--- config.mk ---
export PLATFORM = sky130hd
export DESIGN_NAME = mem_access_unit
export DESIGN_NICKNAME = d
export VERILOG_FILES = /design/src/rtl/mem_access_unit.sv
export SDC_FILE = /design/constraint.sdc
export NUM_CORES = 1
export LEC_CHECK = 0
export CORE_UTILIZATION = 50
export DETAILED_ROUTE_END_ITERATION = 8
export HOLD_SLACK_MARGIN = 0.02
export PLACE_DENSITY_LB_ADDON = 0.12
export SYNTH_ARGS = -nofsm -noshare
export SYNTH_HDL_FRONTEND = slang
export SYNTH_SLANG_ARGS = --single-unit
--- constraint.sdc ---
create_clock -name clk -period 15.1 [get_ports clk]
set_clock_uncertainty 0.05 [all_clocks]
set_input_delay 3.02 -clock clk [delete_from_list [all_inputs] [get_ports clk]]
set_output_delay 3.02 -clock clk [all_outputs]
set_load 0.02 [all_outputs]
--- src/rtl/mem_access_unit.sv ---
// mem_access_unit
//   MEM-stage load/store unit. Turns the registered load/store request coming
//   out of EX/MEM into a req/ack transaction on the data-memory port, formats
//   returned load data for MEM/WB, and holds the front of the pipeline with
//   mem_stall while a transaction is outstanding. Misaligned and illegal
//   requests are rejected without touching the bus. A bus transaction that
//   sees no ack for TIMEOUT_CYCLES cycles raises access_fault.
//
//   state | meaning
//   ------+---------------------------------------------------------------
//   IDLE  | waiting for a request; a legal aligned request issues this edge
//   BUSY  | dmem_req high, dmem_* frozen, waiting for ack or timeout
//   DONE  | transaction finished; pipeline advances, inputs are not re-issued
//
// Ports
//   clk, reset            clock (rising edge), async active-high reset
//   flush                 suppresses issue of the request presented in IDLE
//   MEM_memory_read/write load / store request from EX/MEM
//   MEM_funct3            RV32I load/store size and sign
//   MEM_alu_result        effective byte address
//   MEM_read_data2        store data (rs2)
//   dmem_req/we/addr/wstrb/wdata   registered data-memory request
//   dmem_ack, dmem_rdata  memory completion and read word
//   mem_stall             hold EX/MEM and earlier stages
//   load_data             formatted load result, registered
//   misaligned_exception  one-cycle pulse
//   access_fault          one-cycle pulse (illegal encoding or timeout)
//   fault_addr            byte address of the most recent faulting access
//
// The lane logic assumes a 32-bit data bus (four byte strobes).

module mem_access_unit #(
  parameter int XLEN           = 32,
  parameter int TIMEOUT_CYCLES = 16
) (
  input  logic            clk,
  input  logic            reset,
  input  logic            flush,
  input  logic            MEM_memory_read,
  input  logic            MEM_memory_write,
  input  logic [2:0]      MEM_funct3,
  input  logic [XLEN-1:0] MEM_alu_result,
  input  logic [XLEN-1:0] MEM_read_data2,
  output logic            dmem_req,
  output logic            dmem_we,
  output logic [XLEN-1:0] dmem_addr,
  output logic [3:0]      dmem_wstrb,
  output logic [XLEN-1:0] dmem_wdata,
  input  logic            dmem_ack,
  input  logic [XLEN-1:0] dmem_rdata,
  output logic            mem_stall,
  output logic [XLEN-1:0] load_data,
  output logic            misaligned_exception,
  output logic            access_fault,
  output logic [XLEN-1:0] fault_addr
);

  localparam int                CNT_W    = $clog2(TIMEOUT_CYCLES + 1);
  localparam logic [CNT_W-1:0]  CNT_LAST = CNT_W'(TIMEOUT_CYCLES);

  typedef enum logic [1:0] {
    ST_IDLE = 2'd0,
    ST_BUSY = 2'd1,
    ST_DONE = 2'd2
  } state_t;

  state_t r_state;
  state_t w_state_nxt;

  logic [CNT_W-1:0] r_count;
  logic [2:0]       r_funct3;
  logic [1:0]       r_byte_off;
  logic [XLEN-1:0]  r_byte_addr;

  logic             w_access;
  logic             w_illegal;
  logic             w_misaligned;
  logic             w_issue_ok;
  logic             w_timeout;
  logic             w_stall;
  logic [1:0]       w_size;
  logic [1:0]       w_off;
  logic [3:0]       w_wstrb;
  logic [XLEN-1:0]  w_wdata;
  logic [7:0]       w_lane_byte;
  logic [15:0]      w_lane_half;
  logic [XLEN-1:0]  w_load_fmt;

  // ---------------------------------------------------------------------
  // Request classification (only meaningful while IDLE)
  // ---------------------------------------------------------------------
  assign w_size   = MEM_funct3[1:0];
  assign w_off    = MEM_alu_result[1:0];
  assign w_access = (MEM_memory_read | MEM_memory_write) & ~flush;

  // Loads: 011 (LD), 110 (LWU) and 111 are not RV32I. Stores: only SB/SH/SW.
  assign w_illegal = (MEM_memory_read & MEM_memory_write)
                   | (MEM_memory_read  & ((w_size == 2'b11) |
                                          (MEM_funct3[2] & (w_size == 2'b10))))
                   | (MEM_memory_write & (MEM_funct3 >= 3'b011));

  assign w_misaligned = ((w_size == 2'b01) & w_off[0])
                      | ((w_size == 2'b10) & (w_off != 2'b00));

  // An illegal encoding is reported as access_fault even if the address is
  // also misaligned; the size field of an illegal request is not trusted.
  assign w_issue_ok = w_access & ~w_illegal & ~w_misaligned;

  assign w_timeout  = ~dmem_ack & (r_count == CNT_LAST);

  // ---------------------------------------------------------------------
  // Store lane steering
  // ---------------------------------------------------------------------
  always_comb begin
    w_wstrb = 4'b0000;
    w_wdata = '0;
    if (MEM_memory_write) begin
      unique case (w_size)
        2'b00: begin
          w_wstrb = 4'b0001 << w_off;
          w_wdata = {4{MEM_read_data2[7:0]}};
        end
        2'b01: begin
          w_wstrb = 4'b0011 << w_off;
          w_wdata = {2{MEM_read_data2[15:0]}};
        end
        default: begin
          w_wstrb = 4'b1111;
          w_wdata = MEM_read_data2;
        end
      endcase
    end
  end

  // ---------------------------------------------------------------------
  // Load formatting, driven from the size/offset captured at issue
  // ---------------------------------------------------------------------
  assign w_lane_byte = dmem_rdata[{r_byte_off, 3'b000} +: 8];
  assign w_lane_half = dmem_rdata[{r_byte_off[1], 4'b0000} +: 16];

  always_comb begin
    w_load_fmt = dmem_rdata;
    unique case (r_funct3)
      3'b000:  w_load_fmt = {{(XLEN-8){w_lane_byte[7]}}, w_lane_byte};
      3'b100:  w_load_fmt = {{(XLEN-8){1'b0}}, w_lane_byte};
      3'b001:  w_load_fmt = {{(XLEN-16){w_lane_half[15]}}, w_lane_half};
      3'b101:  w_load_fmt = {{(XLEN-16){1'b0}}, w_lane_half};
      default: w_load_fmt = dmem_rdata;
    endcase
  end

  // ---------------------------------------------------------------------
  // FSM
  // ---------------------------------------------------------------------
  always_ff @(posedge clk or posedge reset) begin
    if (reset) r_state <= ST_IDLE;
    else       r_state <= w_state_nxt;
  end

  always_comb begin
    w_state_nxt = r_state;
    w_stall     = 1'b0;
    unique case (r_state)
      ST_IDLE: begin
        if (w_issue_ok) begin
          w_state_nxt = ST_BUSY;
          w_stall     = 1'b1;
        end
      end
      ST_BUSY: begin
        w_stall = 1'b1;
        if (dmem_ack | w_timeout) w_state_nxt = ST_DONE;
      end
      ST_DONE: begin
        w_state_nxt = ST_IDLE;
      end
      default: begin
        w_state_nxt = ST_IDLE;
      end
    endcase
  end

  // The IDLE term of w_stall depends on live inputs, so gate it with reset.
  assign mem_stall = w_stall & ~reset;

  // ---------------------------------------------------------------------
  // Registered outputs and transaction context
  // ---------------------------------------------------------------------
  always_ff @(posedge clk or posedge reset) begin
    if (reset) begin
      dmem_req             <= 1'b0;
      dmem_we              <= 1'b0;
      dmem_addr            <= '0;
      dmem_wstrb           <= 4'b0000;
      dmem_wdata           <= '0;
      load_data            <= '0;
      misaligned_exception <= 1'b0;
      access_fault         <= 1'b0;
      fault_addr           <= '0;
      r_count              <= '0;
      r_funct3             <= 3'b000;
      r_byte_off           <= 2'b00;
      r_byte_addr          <= '0;
    end else begin
      misaligned_exception <= 1'b0;
      access_fault         <= 1'b0;
      unique case (r_state)
        ST_IDLE: begin
          if (w_issue_ok) begin
            dmem_req    <= 1'b1;
            dmem_we     <= MEM_memory_write;
            dmem_addr   <= {MEM_alu_result[XLEN-1:2], 2'b00};
            dmem_wstrb  <= w_wstrb;
            dmem_wdata  <= w_wdata;
            r_count     <= CNT_W'(1);
            r_funct3    <= MEM_funct3;
            r_byte_off  <= w_off;
            r_byte_addr <= MEM_alu_result;
          end else if (w_access & w_illegal) begin
            access_fault <= 1'b1;
            fault_addr   <= MEM_alu_result;
          end else if (w_access & w_misaligned) begin
            misaligned_exception <= 1'b1;
            fault_addr           <= MEM_alu_result;
          end
        end
        ST_BUSY: begin
          if (dmem_ack) begin
            dmem_req <= 1'b0;
            if (!dmem_we) load_data <= w_load_fmt;
          end else if (w_timeout) begin
            dmem_req     <= 1'b0;
            load_data    <= '0;
            access_fault <= 1'b1;
            fault_addr   <= r_byte_addr;
          end else begin
            r_count <= r_count + CNT_W'(1);
          end
        end
        default: begin
        end
      endcase
    end
  end

endmodule
# Yosys cells after proc, flatten, opt, wreduce, memory -nomap -nowiden
# Cells that the tools add are included.
[op_classes]
n_addsub = 1
n_lt_le_gt_ge = 1
eq_ne = 17
shifts = 4
n_mux = 36
bitwise = 24
reduce_logical = 12
[ops]
columns = ["operator", "count"]
rows = [
  ["$mux 32", 9],
  ["$pmux 32 s2", 2],
  ["$pmux 32 s4", 1],
  ["$shiftx 32x6->16", 1],
  ["$shiftx 32x6->8", 1],
  ["$mux 5", 3],
  ["$ne 2x2->1 const B", 7],
  ["$and 1x1->1", 13],
  ["$mux 1", 12],
  ["$pmux 5 s2", 1],
  ["$pmux 4 s2", 1],
  ["$eq 3x3->1 const B", 2],
  ["$ne 3x3->1 const B", 2],
  ["$or 1x1->1", 6],
  ["$pmux 1 s2", 3],
  ["$reduce_and 3->1", 2],
  ["$reduce_bool 2->1", 3],
  ["$add 5x1->5 const B", 1],
  ["$eq 5x5->1 const B", 1],
  ["$not 1->1", 5],
  ["$reduce_and 5->1", 1],
  ["$eq 2x1->1 const B", 2],
  ["$eq 2x2->1 const B", 2],
  ["$logic_not 2->1", 2],
  ["10 further kinds", 12],
]
[totals]
reg_bits = 178
inputBits = 105
out_inout_bits = 137
word_cells = 109

# Longest topological paths before layout
# Gate-level depths: netlist (run 1).
[logic_depth]
depth_word = 12
ltp_mapped = 8
mapped_depth_nobuf = 7

# Least setup slack after synthesis (run 1)
# Ideal clock, no wire load.
[synth_path]
path_type = "input port to output port"
startpoint = "input port MEM_funct3[1]"
endpoint = "output port mem_stall"
t_arrival_ns = 4.455
path_slack_ns = 7.575
stages = 7
path_cell_list = "buf_2 a211oi_1 nor3_1 nor3_2 buf_2 nor2_1 nor3_1"
[synth_between]
elab_chain_len = 12
[synth_rtl]
columns = ["item", "line", "source"]
rows = [
  ["from (decl)", "41", "input logic [2:0] MEM_funct3,"],
  ["$eq 2x2->1", "99, 103", ""],
  ["$and 1x1->1", "99", "(MEM_funct3[2] & (w_size == 2'b10))))"],
  ["$or 1x1->1", "98", "| (MEM_memory_read & ((w_size == 2'b11) |"],
  ["$and 1x1->1", "98", ""],
  ["$or 1x1->1", "98", ""],
  ["$or 1x1->1", "100", "| (MEM_memory_write & (MEM_funct3 >= 3'b011));"],
  ["$not 1->1", "107", "assign w_issue_ok = w_access & ~w_illegal & ~w_misaligned;"],
  ["$and 1x1->1", "107", ""],
  ["$and 1x1->1 (*)", "107", ""],
  ["$mux 1 (*)", "165", "if (w_issue_ok) begin"],
  ["$pmux 1 s2 (*)", "163", "unique case (r_state)"],
  ["$and 1x1->1 (*)", "184", "assign mem_stall = w_stall & ~reset;"],
  ["to (decl)", "51", "output logic mem_stall,"],
]
# Every way passes the cells marked *; elsewhere a longest branch is shown, timed or not.

# Worst setup path after layout (run 1)
[layout_path]
startpoint = "input port MEM_funct3[0]"
endpoint = "output port mem_stall"
# The elaborated chain is that of the path after synthesis.

==> results of run 1 <==
==> cell families (layout without fill, tap and decap cells) <==
| logic type | Yosys count | count (layout) | synth area share (%) |
|---|---|---|---|
| xor gates and xnor gates | 3 | 3 | 0.358 |
| other | 1 | 2 | 0.0510 |
| DFF | 146 | 146 | 49.7 |
| and+or+nand+nor | 388 | 388 | 21.5 |
| AOI/OAI and AO/OA | 107 | 107 | 9.72 |
| adders and majority gates | 2 | 2 | 0.341 |
| muxes | 68 | 68 | 10.4 |
| buffers and inverters | 94 | 285 | 7.97 |
==> worst max-delay path, stage by stage <==
cell,delay [ns]
clkdlybuf4s50_1,0.95
a211oi_1,0.19
nor3_1,0.62
nor3_4,0.08
nor2_1,0.17
nor3_1,0.07
clkdlybuf4s50_1,0.55
==> sequential cells by signal, indices dropped and copies added, names as in the netlist <==
signal                count
r_byte_off                1
r_state                   2
load_data                32
fault_addr               32
dmem_req                  1
dmem_we                   1
access_fault              1
dmem_wdata               32
dmem_wstrb                4
r_byte_addr              31
misaligned_exception      1
r_count                   5
r_funct3                  3
==> power groups by stage <==
| stage | Combinational, mW | Clock [mW] | Sequential [mW] |
|---|---|---|---|
| after floorplan | 0.309 | 0 | 0.738 |
| after global placement | 0.721 | 0 | 0.634 |
| after detailed placement | 0.730 | 0 | 0.636 |
| after CTS | 0.733 | 0.418 | 0.632 |
| after global routing | 0.784 | 0.434 | 0.649 |
| final | 0.727 | 0.413 | 0.631 |
==> metrics by stage <==
| step | power (mW) | cell area (um^2) |
|---|---|---|
| 4_1_cts | 1.78 | 10100 |
| 6_report | 1.77 | 10100 |
| 5_1_grt | 1.87 | 10100 |
| 3_5_place_dp | 1.37 | 9490 |
| 3_3_place_gp | 1.35 | 9490 |
| 2_1_floorplan | 1.05 | 7350 |
==> cell type report <==
cell class | instances | share of cell area [%]
Clock buffer | 21 | 4.67
Clock inverter | 9 | 1.06
Inverter | 8 | 0.348
Multi-Input combinational cell | 570 | 31.0
Sequential cell | 146 | 36.3
Tap cell | 180 | 2.24
Timing Repair Buffer | 247 | 24.4
==> per-layer routing <==
layer / track usage [%] / up-vias
li1: - / 3026
met5: 0 / -
met4: 6.63 / 0
met3: 9.13 / 23
met2: 40.7 / 234
met1: 34.8 / 3097
==> worst paths after layout <==
check | startpoint | end | slack, ns | cells past startpoint
max in group asynchronous | reset | load_data[10]$_DFFE_PP0P_ | 10.56 | 3
max reg2reg | r_state[1]$_DFFE_PP0P_ | fault_addr[28]$_DFFE_PP0P_ | 12.54 | 6
min | dmem_wdata[23]$_DFFE_PP0P_ | dmem_wdata[23]$_DFFE_PP0P_ | 0.41 | 2
max | MEM_funct3[0] | mem_stall | 6.37 | 7
min reg2reg | dmem_wdata[23]$_DFFE_PP0P_ | dmem_wdata[23]$_DFFE_PP0P_ | 0.41 | 2
min in group asynchronous | reset | dmem_wdata[25]$_DFFE_PP0P_ | 3.09 | 2
==> layout by cell type, fill, tap and decap left out, types with 9 or more instances in the layout <==
cell type,n
a221o_1,17
clkdlybuf4s50_1,239
a21oi_1,10
clkbuf_16,17
nor3_1,9
nand3_1,24
nor2_1,20
dfrtp_1,146
mux2i_1,13
nand2_1,314
o21ai_0,52
mux2_2,49
==> flow_summary.ini, run 1 <==
[floorplanning]
die_w_um = 123
rows = 43
die_area_um2 = 15200
pin_count = 242
die_h_um = 123
start_util_pct = 52.1
core_um2 = 14100

[timing]
hold_ws_ns = 0.414
finalCriticalPeriod_ns = 8.73
finalSetupViolCount = 0
rsz0062_at_grt = false
fin_ws_ns = 6.37
slew_violations = 0
hold_viol_final = 0
fin_setup_tns_ns = 0
period_share_pct = 57.8
maxSlewHeadroom_pct = 37.5
worstMarginPinSlew_ns = 0.938
fmaxAchievable_mhz = 115

[clocking]
cts.clk_slew.worst_paths_ns = 0.06
post_cts_buffers = 0
cts_sinks = 146
numCtsBuffers = 17
clk_latency_ns = 0.42
cts_tree = yes
holdBufCountCts = 0
cts_max_level = 4
root_buffer = clkbuf_16
clock_path_buffers = 2
cts_resized = 0

[yosys]
synth_edf_count = 0
avgSynthCellArea_um2 = 9.08
synth_most_common_cell = nand2_1
synthDominantCellAreaShare_pct = 49.7
syn_inst = 809
async_flop_share_pct = 100
syn_area_um2 = 7350
ys_ff_latch = 146
ys.flop_type = dfrtp_1
yosys-top-cells-area = dfrtp_1 50%, nand2_1 16%, mux2_2 7.5%
synth.largest_area_cell = dfrtp_1
synth_seq_area_share_pct = 49.7
synth_commonest_cells = 314 x nand2_1, 146 x dfrtp_1, 52 x o21ai_0
yosysWarnings = 0
synth_cell_type_count = 48

[placement]
port_buffers = 239
placed_cells = 1151
gp_congestion = 0.849
hpwl_um = 12700
dpl_worst_slack_ns = 6.41

[routing]
wl_met1_um = 8520
routed-via-count = 6380
drtPass1Iterations = 5
viasPerCell = 5.40
ant_nets = 0
routed.top_layer = met4
drtIter0Drc = 502
route.met2.wl_um = 8930
met3_length_um = 1670
route.detailed.wl_per_inst_um = 16.4
drc = 0
drt_wl_total_um = 19400

[grt]
grt_pass1_wl_um = 30500
grt-ovfl-total = 0
grt_pass1_vias = 5964
grt_start_max_net_pins = 85
grtUsageTotal_pct = 26.1
antenna_found_initial = 0

[finish]
seqCellArea_um2 = 3650
syn2layout_area_growth_pct = 37.0
final_util_pct = 71.4
fin_cells = 1181
diodes = 0
fillerInstances = 1124
drive_gt1_share_pct = 9.89
multi_input_area_um2 = 3120
nets = 1097

[critical_path]
critPathArrivalTime_ns = 5.66
cp.required_ns = 12.03
end_kind = output port
cp-start-kind = primary input
crit_fanout = 16
path_class = primary input to output port

[worst_hold_path]
min_path_type = flip-flop to flip-flop

[status]
status = completed

[flow_run]
max_cap_viol_count = 0

[power_and_ir_drop]
p_leak_nw = 4.63
switching_share_pct = 35.6
vdd_ir_drop_max_uv = 143
p_clk_share_pct = 23.3
power_density_nw_per_um2 = 176
intPower_mw = 1.14
p_seq_share_pct = 35.6
p_sw_mw = 0.630
comb_power_share_pct = 41.0
Note: power is estimated with default switching activity, not from simulation.
==> inputs of run 2 (changes only) <==
CORE_UTILIZATION = 47   (was 50)
clock period = 8.31 ns   (was 15.1 ns; I/O delays follow)
==> run 2 against run 1 <==
Compared with the run above: sequential power rose by 82%; register-to-register slack lost 7.0 ns; flip-flop and latch count did not move; count of clock-buffer cells in the layout is 1 lower; critical path depth is the same; combinational power rose by 82%; non-clock buffer count decreased by 1; total power increased by 81%; largest power group unchanged.
==> flow_summary.ini, run 2 (same netlist as run 1, synthesis figures left out) <==
[floorplanning]
pin_count = 242
start_util_pct = 48.3
die_w_um = 127
rows = 45
die_area_um2 = 16100
core_um2 = 15200
die_h_um = 127

[critical_path]
critPathArrivalTime_ns = 4.28
rrSetupSlack_ns = 5.57
r2r.worst_path.cells = 4
cp.required_ns = 6.60
path_class = primary input to output port
reg2reg_to = load_data[23]$_DFFE_PP0P_
r2r_start = r_byte_addr[1]$_DFFE_PP0P_
end_kind = output port
cp-start-kind = primary input
crit_start = MEM_funct3[0]
crit_fanout = 16

[placement]
gp_congestion = 0.854
hpwl_um = 12900
place_area_um2 = 9490
port_buffers = 239
placed_cells = 1158

[timing]
rsz0062_at_grt = false
maxSlewHeadroom_pct = 26.2
fmaxAchievable_mhz = 167
period_share_pct = 72.1
slew_violations = 0
finalCriticalPeriod_ns = 5.99
fin_setup_tns_ns = 0
hold_viol_final = 0
finalSetupViolCount = 0
worstMarginPinSlew_ns = 1.11

[finish]
final_util_pct = 66.2
final_common_cell = nand2_1
final_cell_mix = 314 x nand2_1, 239 x clkdlybuf4s50_1, 146 x dfrtp_1
fin_cells = 1190
fillerInstances = 1297
diodes = 0
largestRegisters = dmem_wdata x32, fault_addr x32, load_data x32
nets = 1096
fin_area_um2 = 10100
syn2layout_area_growth_pct = 36.9
drive_gt1_share_pct = 9.98

[power_and_ir_drop]
vdd_ir_drop_max_uv = 172
p_leak_nw = 4.61
power_density_nw_per_um2 = 318
finalPower_mw = 3.20

[clocking]
clk_latency_ns = 0.42
cts_max_level = 4
numCtsBuffers = 17
cts_resized = 0
holdBufCountCts = 0
cts_sinks = 146
root_buffer = clkbuf_16
post_cts_buffers = 0
cts_tree = yes
clock_path_buffers = 2
cts.clk_slew.worst_paths_ns = 0.06

[routing]
drt_wl_total_um = 19700
viasPerCell = 5.29
routed-via-count = 6298
drc = 0
route.detailed.wl_per_inst_um = 16.5
drtPass1Iterations = 5
ant_nets = 0
drtIter0Drc = 509

[worst_hold_path]
hold_end = dmem_wdata[30]$_DFFE_PP0P_
hold_depth = 2
min_from = dmem_wdata[30]$_DFFE_PP0P_
min_path_type = flip-flop to flip-flop

[grt]
grt_start_max_net_pins = 85
grt_pass1_wl_um = 31800
grt-ovfl-total = 0
grt_pass1_vias = 6083
grtUsageTotal_pct = 25.3
antenna_found_initial = 0

[flow_run]
max_cap_viol_count = 0

[status]
status = completed
## run 2: cell count changes in the layout (fill, tap and decap cells not counted)
cell	previous run	this run
inv_6	2	3
bufinv_16	2	1
clkinvlp_4	0	3
clkbuf_8	3	2
buf_4	8	7
## run 2: worst max-delay path by stage
stage                        endpoint  slack (ns)  cells past startpoint
6_report                    mem_stall        2.32                      7
5_1_grt                     mem_stall        2.09                      7
4_1_cts                     mem_stall        2.32                      7
3_5_place_dp                mem_stall        2.33                      7
3_3_place_gp                mem_stall        2.43                      7
2_1_floorplan  access_fault$_DFF_PP0_        2.68                      1
## run 2: routing by layer
| metal | vias up | track usage, % | wire (um) | share of wire [%] |
|---|---|---|---|---|
| li1 | 3017 | - | - | - |
| met1 | 3029 | 33.9 | 8930 | 45 |
| met2 | 235 | 39.8 | 9070 | 46 |
| met3 | 17 | 7.12 | 1430 | 7.3 |
| met4 | 0 | 8.26 | 229 | 1.2 |
| met5 | - | 0 | 0 | 0 |
## run 2: report_power, final
part / switching (mW) / internal [mW]
sequential: 0.190 / 0.961
clock: 0.304 / 0.428
combinational: 0.668 / 0.649
total: 1.16 / 2.04
## run 2: stage by stage
stage               hold WS, ns  worst slack, ns
finish                    0.414             2.32
global route              0.442             2.09
CTS                       0.419             2.32
detailed placement        0.405             2.33
global placement          0.402             2.43
floorplan                 0.409             2.68
## run 2: worst max-delay path: stages
cell             delay [ns]
clkdlybuf4s50_1        0.99
a211oi_1               0.16
nor3_1                 0.64
nor3_4                 0.08
nor2_1                 0.12
nor3_1                 0.06
clkdlybuf4s50_1        0.57
## run 2: area by class of cell
type	count	area (um^2)	area share, %
well taps	188	235	2.34
clock inverters	12	108	1.07
inverters	8	35.0	0.348
clock buffers	20	457	4.54
repair buffers	246	2440	24.3
multi-input cells	570	3120	31.1
flip-flops and latches	146	3650	36.3
